==> src/rtl/ps2_rx_byte.sv <==
// PS/2 device-to-host receiver: synchronises and de-glitches PS2_CLK/PS2_DAT, deserialises
// 11-bit frames, checks odd parity and the stop bit, and holds the last good scan code.
`timescale 1ns / 1ps

module ps2_rx_byte #(
    parameter int unsigned SYNC_STAGES    = 2,
    parameter int unsigned FILTER_LEN     = 8,
    parameter int unsigned TIMEOUT_CYCLES = 50000
) (
    input  logic       CLOCK_50,
    input  logic       KEY1,
    input  logic       PS2_CLK,
    input  logic       PS2_DAT,
    output logic [7:0] scan_code,
    output logic       code_valid,
    output logic       parity_err,
    output logic       frame_err
);

    localparam int unsigned FiltW = $clog2(FILTER_LEN + 1);
    localparam int unsigned ToutW = ($clog2(TIMEOUT_CYCLES) > 16) ? $clog2(TIMEOUT_CYCLES) : 16;

    typedef enum logic [1:0] {StIdle, StData, StParity, StStop} state_e;

    logic [SYNC_STAGES-1:0] clk_sync_q, dat_sync_q;
    logic                   ps2_clk_s, ps2_dat_s;

    logic             filt_q, filt_d;
    logic [FiltW-1:0] fcnt_q, fcnt_d;
    logic             fall;

    state_e           state_q, state_d;
    logic [2:0]       bitcnt_q, bitcnt_d;
    logic [7:0]       shift_q, shift_d;
    logic             par_q, par_d;
    logic [7:0]       scan_q, scan_d;
    logic             cv_q, cv_d, pe_q, pe_d, fe_q, fe_d;
    logic [ToutW-1:0] tcnt_q, tcnt_d;

    assign ps2_clk_s = clk_sync_q[SYNC_STAGES-1];
    assign ps2_dat_s = dat_sync_q[SYNC_STAGES-1];

    // Filtered clock only moves after FILTER_LEN consecutive differing samples.
    always_comb begin
        filt_d = filt_q;
        fcnt_d = '0;
        fall   = 1'b0;
        if (ps2_clk_s != filt_q) begin
            if (fcnt_q == FiltW'(FILTER_LEN - 1)) begin
                filt_d = ps2_clk_s;
                fall   = filt_q;
            end else begin
                fcnt_d = fcnt_q + FiltW'(1);
            end
        end
    end

    always_comb begin
        state_d  = state_q;
        bitcnt_d = bitcnt_q;
        shift_d  = shift_q;
        par_d    = par_q;
        scan_d   = scan_q;
        cv_d     = 1'b0;
        pe_d     = 1'b0;
        fe_d     = 1'b0;
        tcnt_d   = tcnt_q;
        if (fall) begin
            tcnt_d = '0;
            case (state_q)
                StIdle: begin
                    if (!ps2_dat_s) begin
                        state_d  = StData;
                        bitcnt_d = '0;
                    end
                end
                StData: begin
                    shift_d  = {ps2_dat_s, shift_q[7:1]};
                    bitcnt_d = bitcnt_q + 3'd1;
                    if (bitcnt_q == 3'd7) state_d = StParity;
                end
                StParity: begin
                    par_d   = ps2_dat_s;
                    state_d = StStop;
                end
                StStop: begin
                    state_d = StIdle;
                    if (!ps2_dat_s) begin
                        fe_d = 1'b1;
                    end else if (^shift_q ^ par_q) begin
                        scan_d = shift_q;
                        cv_d   = 1'b1;
                    end else begin
                        pe_d = 1'b1;
                    end
                end
                default: state_d = StIdle;
            endcase
        end else if (state_q == StIdle) begin
            tcnt_d = '0;
        end else if (tcnt_q == ToutW'(TIMEOUT_CYCLES - 1)) begin
            // Device stopped clocking mid-frame: drop the partial byte.
            state_d = StIdle;
            fe_d    = 1'b1;
            tcnt_d  = '0;
        end else begin
            tcnt_d = tcnt_q + ToutW'(1);
        end
    end

    always_ff @(posedge CLOCK_50) begin
        if (!KEY1) begin
            clk_sync_q <= '1;
            dat_sync_q <= '1;
            filt_q     <= 1'b1;
            fcnt_q     <= '0;
            state_q    <= StIdle;
            bitcnt_q   <= '0;
            shift_q    <= '0;
            par_q      <= 1'b0;
            scan_q     <= '0;
            cv_q       <= 1'b0;
            pe_q       <= 1'b0;
            fe_q       <= 1'b0;
            tcnt_q     <= '0;
        end else begin
            clk_sync_q <= {clk_sync_q[SYNC_STAGES-2:0], PS2_CLK};
            dat_sync_q <= {dat_sync_q[SYNC_STAGES-2:0], PS2_DAT};
            filt_q     <= filt_d;
            fcnt_q     <= fcnt_d;
            state_q    <= state_d;
            bitcnt_q   <= bitcnt_d;
            shift_q    <= shift_d;
            par_q      <= par_d;
            scan_q     <= scan_d;
            cv_q       <= cv_d;
            pe_q       <= pe_d;
            fe_q       <= fe_d;
            tcnt_q     <= tcnt_d;
        end
    end

    assign scan_code  = scan_q;
    assign code_valid = cv_q;
    assign parity_err = pe_q;
    assign frame_err  = fe_q;

endmodule

==> config.mk <==
export PLATFORM = sky130hd
export DESIGN_NAME = ps2_rx_byte
export DESIGN_NICKNAME = d
export VERILOG_FILES = /design/src/rtl/ps2_rx_byte.sv
export SDC_FILE = /design/constraint.sdc
export NUM_CORES = 1
export LEC_CHECK = 0
export BUFFER_PORTS_ARGS = -buffer_cell sky130_fd_sc_hd__buf_2
export CAP_MARGIN = 30
export CORE_ASPECT_RATIO = 0.6
export CORE_UTILIZATION = 40
export CTS_BUF_LIST = sky130_fd_sc_hd__clkbuf_16
export DETAILED_ROUTE_END_ITERATION = 10
export PLACE_DENSITY = 0.62
export SYNTH_ARGS = -nofsm -noshare
export SYNTH_HDL_FRONTEND = slang
export SYNTH_SLANG_ARGS = --single-unit
==> constraint.sdc <==
create_clock -name CLOCK_50 -period 5.4 [get_ports CLOCK_50]
set_input_delay 1.08 -clock CLOCK_50 [delete_from_list [all_inputs] [get_ports CLOCK_50]]
set_output_delay 1.08 -clock CLOCK_50 [all_outputs]
set_load 0.005 [all_outputs]
Yosys cells after proc, flatten, opt, wreduce, memory -nomap -nowiden. Index checks and enable logic that the tools add are counted.

$add $sub $neg: 3. Equal/unequal tests: 10. Mux-type cells: 17. Bitwise logic cells: 3. Reductions and logical operators: 13.

Operators with widths (count): $add A16 B1 Y16 const B (1); $eq A16 B16 Y1 const B (1); $reduce_and A4 Y1 (3); $mux W2 (5); $mux W1 (9); $pmux W2 S4 (1); $reduce_xor A8 Y1 (1); $pmux W3 S2 (1); $reduce_and A2 Y1 (3); $add A4 B1 Y4 const B (1); $eq A2 B2 Y1 const B (2); $eq A4 B3 Y1 const B (1); $ne A2 B2 Y1 const B (2); $reduce_bool A2 Y1 (2); $reduce_or A4 Y1 (1); $add A3 B1 Y3 const B (1); $eq A3 B3 Y1 const B (1); $mux W3 (1); $ne A3 B3 Y1 const B (1); $reduce_and A3 Y1 (1); $reduce_or A3 Y1 (1); $eq A2 B1 Y1 const B (1); $logic_not A2 Y1 (1); $not A1 Y1 (2); other kinds (2) (2).

Flip-flop bits (word level): 50. Input bits: 4.

Longest topological paths before layout. Gate-level depths: netlist of the first run.

Word-level depth: 5. Gate-level depth with buffers: 9.

Worst setup path before layout of the first run. Ideal clock, no wire load.

Path kind: input to register. Start: input port KEY1. End: register tcnt_q[12]. Library setup time: 0.064 ns. Data arrival time: 2.151 ns. Required time: 5.336 ns. Setup slack: 3.184 ns. Cell stages on the path: 5. Cell sequence: clkinv_1 -> or4_1 -> clkbuf_1 -> buf_2 -> nor2_1.

Word-level cells in the longest chain between the ends: 2.

RTL lines: from (decl) (RTL line 11) `input logic KEY1,`; $not A1 Y1 (no source line); $reduce_or A4 Y1 (no source line); to (signal assigned) (RTL line 139) `tcnt_q <= tcnt_d;`; to (decl) (RTL line 38) `logic [ToutW-1:0] tcnt_q, tcnt_d;`.

Every way passes these cells. A chain may end at the register's enable or synchronous reset.

Final worst setup path of the first run.
Start: input port KEY1. End: register tcnt_q[13].

Same word-level chain as after synthesis.

==> results of run 1 <==
metrics by stage:
stage / power, W / setup WS, ps / hold slack [ps] / utilization (%)
floorplan: 0.000384 / 3180 / 386 / -
global placement: 0.000387 / 2300 / 400 / 44.6
detailed placement: 0.000387 / 2250 / 391 / 44.6
CTS: 0.000737 / 2560 / 406 / 47.9
global route: 0.000754 / 2370 / 414 / 47.9
finish: 0.000729 / 2580 / 404 / 47.9
cells by family (layout without fill, tap and decap cells):
group,Yosys count,count (layout),synth area share [%]
AO/OA/AOI/OAI,28,28,7.90
XOR/XNOR,25,25,10.7
adder cells (fa/ha/maj),9,9,5.19
buffers and inverters,16,30,2.94
flip-flops,50,50,46.1
multiplexers,9,9,4.15
AND/OR/NAND/NOR,97,97,23.0
layout by cell type (no fill, tap or decap), drive strengths merged:
| cell | netlist | layout |
|---|---|---|
| nand4b | 2 | 2 |
| nand2 | 11 | 11 |
| ha | 9 | 9 |
| or2 | 1 | 1 |
| inv | 7 | 8 |
| xor2 | 14 | 14 |
| or4b | 2 | 2 |
| and3b | 1 | 1 |
| nor2b | 2 | 2 |
| nor3 | 3 | 3 |
| o211ai | 1 | 1 |
| nand4 | 4 | 4 |
| clkbuf | 4 | 5 |
| o21ai | 10 | 10 |
| bufinv | 0 | 1 |
| buf | 4 | 14 |
| nand3 | 19 | 19 |
| nand3b | 2 | 2 |
| and4 | 1 | 1 |
| mux2i | 9 | 9 |
| or4 | 2 | 2 |
| a22oi | 1 | 1 |
| a31oi | 2 | 2 |
| xnor2 | 10 | 10 |
| xnor3 | 1 | 1 |
| clkinvlp | 0 | 1 |
| clkinv | 1 | 1 |
| nand2b | 7 | 7 |
| a21oi | 13 | 13 |
| dfxtp | 50 | 50 |
| and2 | 1 | 1 |
| and3 | 5 | 5 |
| nor4 | 2 | 2 |
| nor2 | 32 | 32 |
| a21o | 1 | 1 |
sequential cells by signal, indices dropped and copies added, names as in the netlist, 2 cells and up:
| signal | count |
|---|---|
| tcnt_q | 16 |
| bitcnt_q | 3 |
| clk_sync_q | 2 |
| shift_q | 8 |
| scan_code | 8 |
| fcnt_q | 4 |
| state_q | 2 |
| dat_sync_q | 2 |
cell type report:
cell class	count	share of cell area, %
tap	66	3.36
sequential	50	40.8
multi-input combinational	168	45.0
clock inverter	3	1.68
inverter	8	1.22
clock buffer	5	5.10
timing repair buffer	14	2.85
worst register-to-register path, cell delays in order, from the launching register on:
cell     delay, ps
dfxtp_1        330
ha_1           220
and3b_1        230
and2_1         280
or4_1          800
nor2b_1        200
metal layers:
| layer | vias up | part of all wire [%] |
|---|---|---|
| met1 | 705 | 60 |
| met4 | 0 | 1.1 |
| met5 | - | 0 |
| met3 | 4 | 3.7 |
| met2 | 22 | 35 |
| li1 | 823 | - |
power groups by stage:
| stage | sequential [W] | clock (W) | combinational (W) |
|---|---|---|---|
| after floorplan | 0.000379 | 0 | 0.00000469 |
| after detailed placement | 0.000380 | 0 | 0.00000724 |
| after global routing | 0.000371 | 0.000374 | 0.00000819 |
| after global placement | 0.000380 | 0 | 0.00000719 |
| after CTS | 0.000371 | 0.000358 | 0.00000729 |
| final | 0.000371 | 0.000350 | 0.00000723 |
final timing paths:
| path | slack, ps | cells after the start | endpoint | from |
|---|---|---|---|---|
| max | 2580 | 4 | tcnt_q[13] | KEY1 |
| min | 400 | 1 | clk_sync_q[1] | clk_sync_q[0] |
| max reg2reg | 3280 | 5 | tcnt_q[13] | fcnt_q[0] |
| min reg2reg | 400 | 1 | clk_sync_q[1] | clk_sync_q[0] |
==> summary.md, run 1 <==
| Metric | Value |
|---|---|
| Post-synthesis register bit count | 50 |
| Yosys warns | 0 |
| Crit path max-delay cell type | or4_1 |
| HPWL after detailed placement | 2840 um |
| Non-Filler Instances | 314 |
| IR drop worst, VDD | 0.136 mV |
| Max-cap viol count | 0 |
| Sw power | 0.000140 W |
| Setup bufs post-CTS | 0 |
| Register area | 1000 sq um |
| Fillers | 468 |
| Die Wd | 97.1 um |
| Post-synth cell types | 36 |
| Placed Cells | 306 |
| Vias in the first global route | 1349 |
| Async set-reset flop share out of synthesis | 0% |
| Gpl congestion | 0.742 |
| CP Cell Sequence | buf_2 > clkinv_1 > or4_1 > nor2b_1 |
| CTS clk-pin slew, worst paths | 60 ps |
| WL per Instance | 12.6 um |
| Critical Path AT | 3040 ps |
| Final WL | 3960 um |
| Req. time, crit path | 5620 ps |
| Endpoints failing setup | 0 |
| Ant diodes | 0 |
| Startpoint types | input pin |
| GR Util met1 | 23.6% |
| Clock Path Buffers | 2 |
| Area post-placement | 2290 sq um |
| Synth top area cells | dfxtp_1, xor2_1, nor2_1 |
| First-pass GRT wire length | 6620 um |
| Top cell type's share of synthesized area | 46.1% |
| Fmax | 354 MHz |
| H-tree depth | 2 |
| Setup Skew | 8.66 ps |
| Multi-input gate area | 1100 sq um |
| Syn Nets | 247 |
| GRT busiest layer | met1 |
| Avg Cell Area, Syn | 9.27 sq um |
| Hold/Removal Path Class | reg -> reg |
| Layout area overhead | 13.1% |
| Maximum number of pins on one net before global-route repair | 27 |
| Crit-path max FO | 26 |
| RSZ-0062 raised after global routing | no |
| Worst path max stage delay | 1010 ps |
| PwrDens | 297 nW/um^2 |
| Logic pwr share | 1.0% |
| Setup tns final | 0 ps |
| Ys flop type | dfxtp_1 |
| Ratio of cells with drive above 1 in the final layout | 10.5% |
| PortBufs | 14 |
| Met2 track demand over resource | 18.1% |
| Buf+Inv Stages, Crit Path | 2 |
| Resized cells post-CTS | 0 |
| Row count | 20 |
| Final Hold Viols | 0 |
| Fin. max-slew vios | 0 |
| Internal | 0.000589 W |
| Sw Share | 19.2% |
| Die ar. | 5730 sq um |
| Status | finished clean |
| CTS Buf Count | 5 |
| Sequential fraction of the synthesis area | 46.1% |
| Antenna-violating nets left | 0 |
| Post-synth EDFFs | 0 |
| Leakage | 0.898 nW |
| Most numerous cell in the Yosys netlist | dfxtp_1 |
| Clk root buf | clkbuf_16 |
| Critical path class | in -> reg |
| Remaining DRCs | 0 |
| IO Pins | 15 |
| Slew at the pin closest to its max-slew limit | 720 ps |
| Post-Synthesis Cells | 234 |
| Layout net count | 260 |
| Initial drt markers | 65 |
| Via count | 1554 |
| Final min period | 2820 ps |
| Period Utilization, post-route | 52.3% |
| CP endpoint kind | flop |
| Core area | 5130 sq um |
| Post-route cell area | 2450 sq um |
| Clock tree from TritonCTS | built |
| First-pass DRT Iterations | 4 |
| Flop pwr share | 50.9% |
| Cell taking the most area after synthesis | dfxtp_1 |
| Initial antenna violation count | 0 |
| Met3 GRT Util | 5.78% |
| Clk network pwr share | 48.1% |
| Vias per Instance | 4.95 |
| Worst-Skew Late Latency | 290 ps |
| Clock sinks | 50 |
| Initial Util | 42.3% |
| Total track usage | 15.0% |
| Mapped cell area | 2170 sq um |
| Crit-path leading delay family | simple AND/OR/NAND/NOR gates |
| Commonest cells post-synth | dfxtp_1, nor2_1, nand3_1 |
| Grt ovf | 0 |
| # hold bufs at CTS | 0 |
| Rel. slew slack | 51.7% |
| Die H | 59.0 um |
(Power assumes the default switching activity.)
==> inputs of run 2 (changes only) <==
- clock period: 5.4 -> 2.7 ns (I/O delays scaled with it)
==> run 2 against run 1 <==
Against the previous run: routed wire length up 1.9%; global-route usage up 0.24 points; die area unchanged; sequential share of layout area down 0.19 points; critical path depth up 1; power up 100%; clock skew down 3.0 ps; clock power up 100%; final area up 0.46%; clock-buffer cell count unchanged; worst setup slack worse by 2000 ps; via count up 1.9%; critical endpoint is now scan_code[6]; largest cell class unchanged; largest power group unchanged.
==> summary.md, run 2 (synthesis results as in run 1) <==
| Metric | Value |
|---|---|
| Final WL | 4040 um (+1.9%) |
| IR drop worst, VDD | 0.360 mV (+160%) |
| Status | finished clean |
| Gpl congestion | 0.764 (+3.0%) |
| Vias in the first global route | 1437 (+6.5%) |
| Setup bufs post-CTS | 0 (unchanged) |
| Row count | 20 (unchanged) |
| Most frequent cells in the layout | dfxtp_1, nor2_1, nand3_1 |
| Period Utilization, post-route | 78.9% |
| # hold bufs at CTS | 0 (unchanged) |
| Register area | 1000 sq um (unchanged) |
| Hold/Removal Path Class | reg -> reg |
| First-pass GRT wire length | 6790 um (+2.5%) |
| Pre-CTS setup slack | 614 ps (-1640 ps) |
| Max reg flops | 16 (unchanged) |
| Initial drt markers | 69 (+6.2%) |
| Die H | 59.0 um (unchanged) |
| First-pass DRT Iterations | 4 (unchanged) |
| Die Wd | 97.1 um (unchanged) |
| Ratio of cells with drive above 1 in the final layout | 11.2% (+0.76 points) |
| Buf+Inv Stages, Crit Path | 0 (-2) |
| Crit-path max FO | 9 (-65%) |
| Setup tns final | 0 ps (unchanged) |
| Via count | 1583 (+1.9%) |
| Multi-input gate area | 1100 sq um (unchanged) |
| Grt ovf | 0 (unchanged) |
| Tot Pwr | 0.00146 W (+100%) |
| H-tree depth | 2 (unchanged) |
| Core area | 5130 sq um (unchanged) |
| Die ar. | 5730 sq um (unchanged) |
| Crit-path leading delay family | XOR/XNOR gates |
| Critical path class | reg -> reg |
| Endpoints failing setup | 0 (unchanged) |
| Fin. max-slew vios | 0 (unchanged) |
| PwrDens | 592 nW/um^2 (+99%) |
| Critical Path AT | 2340 ps (-700 ps) |
| Resized cells post-CTS | 0 (unchanged) |
| CTS clk-pin slew, worst paths | 60 ps (about the same) |
| Fin util | 48.1% (+0.22 points) |
| Startpoint types | flop |
| Vias per Instance | 5.03 (+1.5%) |
| Max-cap viol count | 0 (unchanged) |
| IO Pins | 15 (unchanged) |
| Worst path max stage delay | 580 ps (-430 ps) |
| Crit path max-delay cell type | xnor2_1 |
| Worst setup margin | 569 ps (-2010 ps) |
| Clock Path Buffers | 2 (unchanged) |
| Rel. slew slack | 55.1% (+3.4 points) |
| WL per Instance | 12.8 um (+1.6%) |
| Remaining DRCs | 0 (unchanged) |
| Clock tree from TritonCTS | built |
| Biggest register | tcnt_q |
| Total track usage | 15.2% (+0.24 points) |
| CTS Buf Count | 5 (unchanged) |
| HPWL after detailed placement | 2900 um (+2.0%) |
| Final min period | 2130 ps |
| Setup Skew | 5.70 ps (-2.96 ps) |
| Worst-Skew Late Latency | 290 ps (about the same) |
| RSZ-0062 raised after global routing | no |
| Initial Util | 42.3% (unchanged) |
| Clk root buf | clkbuf_16 |
| Fillers | 480 (+2.6%) |
| Leakage | 0.898 nW (about the same) |
| Slew at the pin closest to its max-slew limit | 669 ps (-51.7 ps) |
| Layout net count | 261 (+0.38%) |
| CP endpoint kind | flop |
| CP Cell Sequence | xor2_1 > xnor3_1 > xnor2_1 > o21ai_0 > a21oi_1 |
| Maximum number of pins on one net before global-route repair | 26 (-3.7%) |
| Antenna-violating nets left | 0 (unchanged) |
| Clock sinks | 50 (unchanged) |
| Layout area overhead | 13.7% |
| Initial antenna violation count | 0 (unchanged) |
| Leading cell type in the layout, fill and taps excluded | dfxtp_1 |
| Final Hold Viols | 0 (unchanged) |
| Ant diodes | 0 (unchanged) |
| Req. time, crit path | 2910 ps (-2710 ps) |
| PortBufs | 14 (unchanged) |
| Fmax | 469 MHz |
run 2: worst paths after layout:
path | startpoint | slack (ps) | depth (start not counted) | to
worst max-delay path | shift_q[3] | 570 | 5 | scan_code[6]
worst min-delay path | dat_sync_q[0] | 410 | 1 | dat_sync_q[1]
worst max register to register | shift_q[3] | 570 | 5 | scan_code[6]
worst min register to register | dat_sync_q[0] | 410 | 1 | dat_sync_q[1]
run 2: metrics by stage:
step / hold WS [ps] / instances / cell area, sq um
6_report: 408 / 315 / 2470
5_1_grt: 422 / 315 / 2470
4_1_cts: 408 / 315 / 2470
3_5_place_dp: 392 / 307 / 2300
3_3_place_gp: 388 / 307 / 2300
2_1_floorplan: 386 / 234 / 2170
run 2: power breakdown:
part | total, W | internal (W) | switching, W
clock | 0.000702 | 0.000436 | 0.000265
combinational | 0.0000160 | 0.00000515 | 0.0000109
sequential | 0.000742 | 0.000740 | 0.00000198
total | 0.00146 | 0.00118 | 0.000278
run 2: worst register-to-register path, cell delays in order (launching register included):
cell and delay (ps):
dfxtp_1 430, xor2_1 190, xnor3_1 470, xnor2_1 580, o21ai_0 200, a21oi_1 180
run 2: layout make-up:
class,instances,share of cell area [%]
Clock buffer,5,5.07
Tap cell,66,3.35
Sequential cell,50,40.6
Inverter,8,1.22
Clock inverter,3,1.83
Timing Repair Buffer,15,3.15
Multi-Input combinational cell,168,44.8
run 2: metal layers:
layer | up-vias | part of all wire [%] | global-route usage, %
met5 | - | 0 | 0
met4 | 0 | 1.3 | 5.12
met3 | 5 | 3.7 | 3.89
met2 | 30 | 36 | 21.1
met1 | 724 | 59 | 22.8
li1 | 824 | - | -
==> inputs of run 3 (changes only) <==
- ABC_AREA: default -> 1
- PLACE_DENSITY: 0.62 -> 0.61
- clock period: 2.7 -> 2.1 ns (I/O delays scaled with it)
==> run 3 against run 2 <==
Against the previous run: fmax up 26%; combinational power up 71%; sequential power up 29%; clock-buffer cell count unchanged; largest power group unchanged.
==> summary.md, run 3 <==
| Metric | Value |
|---|---|
| Status | finished clean |
| H-tree depth | 2 (unchanged) |
| Top cell type's share of synthesized area | 41.4% (-4.7 points) |
| Post-route cell area | 2720 sq um (+10%) |
| Flop pwr share | 54.6% (+3.8 points) |
| WP depth | 10 (+5) |
| Rel. slew slack | 71.8% (+17 points) |
| Core area | 5700 sq um (+11%) |
| Logic pwr share | 1.6% (+0.5 points) |
| Worst setup margin | 406 ps (-164 ps) |
| Buf+Inv Stages, Crit Path | 1 (+1) |
| Startpoint types | flop |
| Layout area overhead | 12.6% |
| Die Wd | 102 um (+5.4%) |
| Worst-Skew Late Latency | 280 ps (about the same) |
| PortBufs | 14 (unchanged) |
| # hold bufs at CTS | 0 (unchanged) |
| Register-to-Register Path Depth | 10 (+5) |
| Maximum number of pins on one net before global-route repair | 23 (-12%) |
| Row count | 21 (+5.0%) |
| Crit path from | fcnt_q[0] |
| Cell taking the most area after synthesis | dfxtp_1 |
| Period Utilization, post-route | 80.7% (+1.8 points) |
| Slew at the pin closest to its max-slew limit | 419 ps (-250 ps) |
| Final min period | 1690 ps (-436 ps) |
| Initial antenna violation count | 0 (unchanged) |
| Max-cap viol count | 0 (unchanged) |
| Avg Cell Area, Syn | 7.39 sq um (-20%) |
| Ratio of cells with drive above 1 in the final layout | 14.7% (+3.5 points) |
| HPWL after detailed placement | 3320 um (+15%) |
| Sequential fraction of the synthesis area | 41.4% (-4.7 points) |
| Leading cell type in the layout, fill and taps excluded | nand2_1 |
| Worst Setup EP | state_q[1] |
| Fin. max-slew vios | 0 (unchanged) |
| First-pass DRT Iterations | 4 (unchanged) |
| CP endpoint kind | flop |
| Antenna-violating nets left | 0 (unchanged) |
| Non-Filler Instances | 427 (+36%) |
| Pre-CTS setup slack | 414 ps (-200 ps) |
| CTS Buf Count | 5 (unchanged) |
| RSZ-0062 raised after global routing | no |
| Die ar. | 6370 sq um (+11%) |
| Commonest cells post-synth | nand2_1, dfxtp_1, inv_1 |
| Setup tns final | 0 ps (unchanged) |
| Sw power | 0.000351 W (+26%) |
| Gpl congestion | 0.811 (+6.1%) |
| Yosys warns | 0 (unchanged) |
| Vias in the first global route | 1679 (+17%) |
| Setup Skew | 7.48 ps (+1.78 ps) |
| Synth top area cells | dfxtp_1, nand2_1, inv_1 |
| Final Hold Viols | 0 (unchanged) |
| Post-synthesis register bit count | 50 (unchanged) |
| Max reg flops | 16 (unchanged) |
| Placed Cells | 419 (+36%) |
| Critical R2R Launch | fcnt_q[0] |
| Clock Path Buffers | 2 (unchanged) |
| Most numerous cell in the Yosys netlist | nand2_1 |
| Die H | 62.2 um (+5.3%) |
| CP Cell Sequence | ha_1 > nand3_1 > clkinv_2 > nand2_4 > nor2_4 > nand2_1 > nand3_1 > nand2_1 > o21ai_0 > nor2_1 |
| Hold_ws | 326 ps (-81.1 ps) |
| PwrDens | 643 nW/um^2 (+8.5%) |
| CTS clk-pin slew, worst paths | 60 ps (about the same) |
| Endpoints failing setup | 0 (unchanged) |
| Worst path max stage delay | 350 ps (-230 ps) |
| Crit-path leading delay family | simple AND/OR/NAND/NOR gates |
| Post-synth EDFFs | 0 (unchanged) |
| Via count | 1948 (+23%) |
| Clk network pwr share | 43.8% (-4.3 points) |
| Biggest register | tcnt_q |
| Critical path class | reg -> reg |
| Sw Share | 20.1% (+1.0 points) |
| Vias per Instance | 4.56 (-9.2%) |
| Layout net count | 359 (+38%) |
| First-pass GRT wire length | 7840 um (+15%) |
| Area post-placement | 2580 sq um (+12%) |
| Critical Path AT | 1870 ps (-470 ps) |
| Resized cells post-CTS | 0 (unchanged) |
| Internal | 0.00140 W (+18%) |
| Initial Util | 42.4% (+0.082 points) |
| Async set-reset flop share out of synthesis | 0% (unchanged) |
| Reg2reg setup slack | 410 ps (-160 ps) |
| Clock sinks | 50 (unchanged) |
| Hold/Removal Path Class | in -> reg |
| Req. time, crit path | 2270 ps (-640 ps) |
| Grt ovf | 0 (unchanged) |
| Fmax | 590 MHz (+26%) |
| IO Pins | 15 (unchanged) |
| Ys flop type | dfxtp_1 |
| Mapped cell area | 2420 sq um (+11%) |
| Post-synth cell types | 34 (-5.6%) |
| Setup bufs post-CTS | 0 (unchanged) |
| Remaining DRCs | 0 (unchanged) |
| IR drop worst, VDD | 0.339 mV (-5.7%) |
| Clk root buf | clkbuf_16 |
| Post-Synthesis Cells | 327 (+40%) |
| Crit path max-delay cell type | dfxtp_1 |
| R2r endpoint | state_q[1] |
| Clock tree from TritonCTS | built |
| Ant diodes | 0 (unchanged) |
| Syn Nets | 340 (+38%) |
| Leakage | 1.13 nW (+26%) |
| WL per Instance | 10.4 um (-19%) |
| Most frequent cells in the layout | nand2_1, dfxtp_1, inv_1 |
| Crit-path max FO | 17 (+8) |
| Total track usage | 15.8% (+0.54 points) |
| Final WL | 4450 um (+10%) |
| Initial drt markers | 138 (+100%) |
-- run 3: changes by cell type after synthesis, moves of 9 or more --
cell / change
nand2_1: +55
inv_1: +42
nor2_1: +10
mux2i_1: -9
xnor2_1: -9
xor2_1: -9
-- run 3: layout make-up --
| cell class | instances | area [sq um] |
|---|---|---|
| Tap cell | 80 | 100 |
| Inverter | 55 | 209 |
| Clock inverter | 3 | 16.3 |
| Fill cell | 567 | 2980 |
| Sequential cell | 50 | 1000 |
| Clock buffer | 5 | 125 |
| Timing Repair Buffer | 16 | 85.1 |
| Multi-Input combinational cell | 218 | 1180 |
-- run 3: power by group through the flow --
stage                     sequential, W  combinational (W)  clock (W)
final                          0.000955          0.0000274   0.000767
after global routing           0.000954          0.0000320   0.000846
after floorplan                0.000976          0.0000171          0
after global placement         0.000976          0.0000276          0
after CTS                      0.000954          0.0000282   0.000798
after detailed placement       0.000976          0.0000282          0
-- run 3: metal layers --
layer | wire length (um) | global-route usage (%) | up-vias
li1 | - | - | 1070
met1 | 2640 | 26.2 | 845
met2 | 1570 | 19.2 | 31
met3 | 209 | 3.72 | 2
met4 | 27 | 4.29 | 0
met5 | 0 | 0 | -
-- run 3: worst min-delay path by stage --
stage | startpoint | end | slack, ps | cells after the start
2_1_floorplan | clk_sync_q[0] | clk_sync_q[1] | 390 | 1
6_report | PS2_DAT | dat_sync_q[0] | 330 | 2
4_1_cts | PS2_DAT | dat_sync_q[0] | 320 | 2
5_1_grt | PS2_DAT | dat_sync_q[0] | 330 | 2
3_5_place_dp | dat_sync_q[0] | dat_sync_q[1] | 400 | 1
3_3_place_gp | dat_sync_q[0] | dat_sync_q[1] | 390 | 1
-- run 3: cells by family after synthesis --
logic type	after synthesis	synth area share (%)
buffers and inverters	59	9.53
adders and majority gates	9	4.66
AOI/OAI and AO/OA	34	7.51
xor gates and xnor gates	6	2.18
and+or+nand+nor	169	34.7
DFF	50	41.4
-- run 3: stage by stage --
step	utilization, %	total power, W
floorplan	-	0.000993
global placement	45.2	0.00100
detailed placement	45.2	0.00100
CTS	47.7	0.00178
global route	47.7	0.00183
finish	47.7	0.00175
